===== src/rtl/mr_wb_regfile.sv =====
// Register file with per-register busy scoreboard for a single-issue pipeline.
// Issue is stalled on RAW/WAW hazards; operands are registered with writeback bypass.
module mr_wb_regfile #(
  parameter int unsigned XLEN        = 32,
  parameter int unsigned REGSEL_BITS = 5
) (
  input  logic                   clk,
  input  logic                   reset,
  input  logic                   wb_write_i,
  input  logic [XLEN-1:0]        wb_payload_i,
  input  logic [REGSEL_BITS-1:0] wb_dst_reg_i,
  input  logic                   iss_valid_i,
  input  logic [REGSEL_BITS-1:0] iss_rs1_i,
  input  logic [REGSEL_BITS-1:0] iss_rs2_i,
  input  logic [REGSEL_BITS-1:0] iss_rd_i,
  input  logic                   iss_rd_we_i,
  output logic                   iss_ready_o,
  output logic                   op_valid_o,
  output logic [XLEN-1:0]        rs1_data_o,
  output logic [XLEN-1:0]        rs2_data_o
);

  localparam int unsigned NumRegs = 2 ** REGSEL_BITS;

  logic [XLEN-1:0]    regs_q [NumRegs];
  logic [NumRegs-1:0] busy_q, busy_d;
  logic               op_valid_q;
  logic [XLEN-1:0]    rs1_q, rs2_q;

  logic            rs1_hit_wb, rs2_hit_wb, rd_hit_wb;
  logic            rs1_busy, rs2_busy, rd_busy;
  logic            iss_accept;
  logic [XLEN-1:0] rs1_fwd, rs2_fwd;

  // A writeback landing this cycle releases the register in time for the issue.
  always_comb begin
    rs1_hit_wb = wb_write_i && (wb_dst_reg_i == iss_rs1_i);
    rs2_hit_wb = wb_write_i && (wb_dst_reg_i == iss_rs2_i);
    rd_hit_wb  = wb_write_i && (wb_dst_reg_i == iss_rd_i);
    rs1_busy   = busy_q[iss_rs1_i] && !rs1_hit_wb;
    rs2_busy   = busy_q[iss_rs2_i] && !rs2_hit_wb;
    rd_busy    = busy_q[iss_rd_i] && !rd_hit_wb;
    iss_ready_o = !reset && !(rs1_busy || rs2_busy || (iss_rd_we_i && rd_busy));
    iss_accept  = iss_valid_i && iss_ready_o;
  end

  always_comb begin
    rs1_fwd = '0;
    rs2_fwd = '0;
    if (iss_rs1_i != '0) rs1_fwd = rs1_hit_wb ? wb_payload_i : regs_q[iss_rs1_i];
    if (iss_rs2_i != '0) rs2_fwd = rs2_hit_wb ? wb_payload_i : regs_q[iss_rs2_i];
  end

  // Set after clear so a new issue to the same rd keeps the register reserved.
  always_comb begin
    busy_d = busy_q;
    if (wb_write_i) busy_d[wb_dst_reg_i] = 1'b0;
    if (iss_accept && iss_rd_we_i && (iss_rd_i != '0)) busy_d[iss_rd_i] = 1'b1;
    busy_d[0] = 1'b0;
  end

  always_ff @(posedge clk) begin
    if (reset) begin
      busy_q <= '0;
    end else begin
      busy_q <= busy_d;
    end
  end

  always_ff @(posedge clk) begin
    if (reset) begin
      for (int unsigned i = 0; i < NumRegs; i++) regs_q[i] <= '0;
    end else if (wb_write_i && (wb_dst_reg_i != '0)) begin
      regs_q[wb_dst_reg_i] <= wb_payload_i;
    end
  end

  always_ff @(posedge clk) begin
    if (reset) begin
      op_valid_q <= 1'b0;
      rs1_q      <= '0;
      rs2_q      <= '0;
    end else begin
      op_valid_q <= iss_accept;
      if (iss_accept) begin
        rs1_q <= rs1_fwd;
        rs2_q <= rs2_fwd;
      end
    end
  end

  assign op_valid_o = op_valid_q;
  assign rs1_data_o = rs1_q;
  assign rs2_data_o = rs2_q;

endmodule


===== config.mk =====
export PLATFORM = sky130hd
export DESIGN_NAME = mr_wb_regfile
export DESIGN_NICKNAME = d
export VERILOG_FILES = /design/src/rtl/mr_wb_regfile.sv
export SDC_FILE = /design/constraint.sdc
export NUM_CORES = 2
export LEC_CHECK = 0
export CORE_UTILIZATION = 65
export DETAILED_ROUTE_END_ITERATION = 16
export PLACE_DENSITY_LB_ADDON = 0.15
export SYNTH_ARGS = -nofsm -noshare
export SYNTH_HDL_FRONTEND = slang
export SYNTH_SLANG_ARGS = --single-unit

===== constraint.sdc =====
create_clock -name clk -period 10.6 [get_ports clk]
set_clock_uncertainty 0.05 [all_clocks]
set_input_delay 1.06 -clock clk [delete_from_list [all_inputs] [get_ports clk]]
set_output_delay 1.06 -clock clk [all_outputs]
set_load 0.05 [all_outputs]

==> flow_summary.toml <==
[detailed_routing]
final_antenna_net_count = 0
drt_pass1_iterations = 9
wl_per_cell_um = 38.2
dr.first_iter.drc_count = 7374
via_per_inst = 7.70
drc = 0
via_count = 40000
drt_wl_total_um = 198000

[worst_setup_path]
worst_path_max_delay_cell = "clkdlybuf4s50_1"
cp_cell_sequence = "clkdlybuf4s50_1 -> xor2_1 -> nor4_1 -> nand3_4 -> o2111a_1 -> a311oi_4 -> nand2_1 -> inv_1 -> clkdlybuf4s50_1"
regToRegSetupSlack_ps = 6420
crit_buf_inv = 3
required_ps = 9490
worstPathArrival_ps = 5230
start_kind = "input port"
crit_type = "in -> out"
r2r-start = "busy_q[20]"
r2r_end = "busy_q[26]"
crit_family = "buffers and inverters"
crit_path_max_incr_delay_ps = 970
r2r_cells = 9
crit_top_cell = "clkdlybuf4s50_1"
endpoint_kind = "primary output"
path_max_fanout = 31

[clock_network]
cts.repair.resized = 0
clock_latency_ps = 730
clock_sinks = 1120
cts_inserted_buffers = 114
ctsHoldBuffers = 0
htreeDepth = 3
tritoncts = "built"
clk_pin_slew_worst_paths_ps = 60
clock-root-buffer = "clkbuf_16"
postCtsSetupRepairBufs = 0
clockBufferDepth = 3

[die]
core.rowCount = 110
fp.coreArea_mm2 = 0.0901
dieArea_mm2 = 0.0924
start_util = 0.657
die_h_um = 304
num_io_pins = 123
die_w_um = 304

[synthesis]
synth_cells = 3975
yosysWarningCount = 0
yosysSeqAreaShare = 0.551
synth.distinct_cells = 52
synth_area_leaders = "edfxtp_1 52%, mux4_2 22%, and2_1 10%"
ys.flop_type = "edfxtp_1"
ys_seq_elements = 1120
synth_area_mm2 = 0.0593
synth_edf_count = 1024
yosysTopAreaCellShare = 0.519
synthArstFlopShare = 0
syn_area_per_cell_um2 = 14.9
synth_top_cell_by_area = "edfxtp_1"

[run]
drv_cap = 0

[sta]
setup_tns_ps = 0
worstMarginPinSlew_ps = 1350
finalCriticalPeriod_ps = 6340
finalSetupViolations = 0
max_freq_mhz = 158
relSlewSlack = 0.0998
finalCritPeriodShare = 0.598
drv_slew = 0
hold_viol = 0
fin_ws_ps = 4260
grt_setup_unrepaired = "no"

[placement]
port_buffers = 122
hpwl_um = 109000
place_congestion = 0.903
place_ws_ps = 4370

[pwr]
vdd_drop_max_v = 0.000154
power_density_mw_per_mm2 = 161
power.leakage_nw = 22.1

[status]
status = "complete, no violations"

[grt]
grt_pass1_wl_um = 282000
grt_util_all_layers = 0.432
grt_pass1_vias = 40100
overflow = 0
grt_max_degree = 91
antenna_found_initial = 9

[hold_path]
hold_path_end = "rs2_data_o[7]"
hp-start = "rs2_data_o[7]"
holdPathStages = 2
min_path_type = "reg -> reg"

[finish]
final_layout_size_suffix_gt1_frac = 0.249
syn2layout_area_growth_pct = 10.5
final_common_cell = "edfxtp_1"
fin_util = 0.726
nNetsFinal = 3968
num-fill-cells = 5586
final_cell_mix = "1,024 x edfxtp_1, 992 x and2_1, 590 x mux4_2"
-- where the power goes --
group	internal [W]	total, W	switching (W)
Clock	0.00227	0.00402	0.00175
Sequential	0.00506	0.00519	0.000132
Combinational	0.000553	0.00133	0.000780
-- worst max path at each step --
stage / from / end / slack (ps) / cells past startpoint
finish: wb_dst_reg_i[1] / iss_ready_o / 4260 / 9
CTS: wb_dst_reg_i[1] / iss_ready_o / 4380 / 9
detailed placement: wb_dst_reg_i[1] / busy_q[23] / 4370 / 10
global placement: wb_dst_reg_i[1] / iss_ready_o / 4330 / 9
global route: wb_dst_reg_i[1] / iss_ready_o / 4130 / 9
floorplan: wb_dst_reg_i[3] / regs_q[10][0] / 5720 / 4
-- logic make-up after synthesis --
kind of cell,after synthesis,share of synthesized area
other cells,1,0.0000633
flops,1120,0.551
xor+xnor,15,0.00222
mux,675,0.239
buf+inv,493,0.0324
compound gates,400,0.0485
simple gates,1271,0.126
-- routing by layer --
layer  GRT usage  part of all wire  up-vias
met4       0.256             0.070        4
met5           0           0.00014        -
met3       0.141              0.16      898
li1            -                 -    15200
met1       0.550              0.32    20000
met2       0.656              0.45     3843
-- Yosys cell counts, types with 2 or more instances --
cell      count
o311ai_0      5
a41o_1       32
a22oi_1      97
o22ai_1       6
and2_1      992
buf_2        43
edfxtp_1   1024
mux2_2       35
nand4_1       3
or3_1         5
a32oi_1       2
a31o_2        2
nor2b_1      41
dfxtp_1      96
xnor2_1      11
xor2_1        4
a211oi_1     32
buf_6         2
nand2_1      82
a31oi_1      32
o221ai_1     32
buf_1        51
and3_1        3
o31ai_1      12
inv_1        44
o211ai_1     22
a21oi_1      65
o41ai_1      13
mux2i_1      50
clkbuf_1    352
mux4_2      590
nor2_1      107
nand3b_1      8
o21ai_0      40
nor4_1        2
nor3_1        5
nand2b_1      7
nand3_1      11
o32ai_1       2
-- layout make-up --
type | count | area [µm²] | area share
multi-input combinational | 2393 | 25400 | 0.387
sequential | 1120 | 32700 | 0.499
inverter | 44 | 170 | 0.00260
timing repair buffer | 238 | 2110 | 0.0323
antenna | 4 | 10.0 | 0.000153
clock inverter | 45 | 408 | 0.00623
tap | 1176 | 1470 | 0.0225
clock buffer | 172 | 3270 | 0.0500
-- state kept, by name (all words and copies together), names as in the netlist --
signal	cells
rs1_data_o	32
rs2_data_o	32
op_valid_o	1
regs_q	1024
busy_q	31
-- through the flow --
| step | hold WS, ps | std cells | cell area [µm²] | total power, W |
|---|---|---|---|---|
| after floorplan | 400 | 4006 | 59400 | 0.00608 |
| after global placement | 384 | 4971 | 61800 | 0.00651 |
| after detailed placement | 395 | 4971 | 61800 | 0.00656 |
| after CTS | 404 | 5188 | 65500 | 0.0105 |
| after global routing | 420 | 5189 | 65500 | 0.0107 |
| final | 404 | 5192 | 65500 | 0.0105 |
-- worst reg2reg max path: cells and delay by family, from the launching register on --
kind                   cells  cell delay, ps
AOI/OAI and AO/OA          5            1450
buffers and inverters      2            1070
DFF                        1             380
muxes                      1             470
and+or+nand+nor            1             630
(Power assumes the default switching activity.)
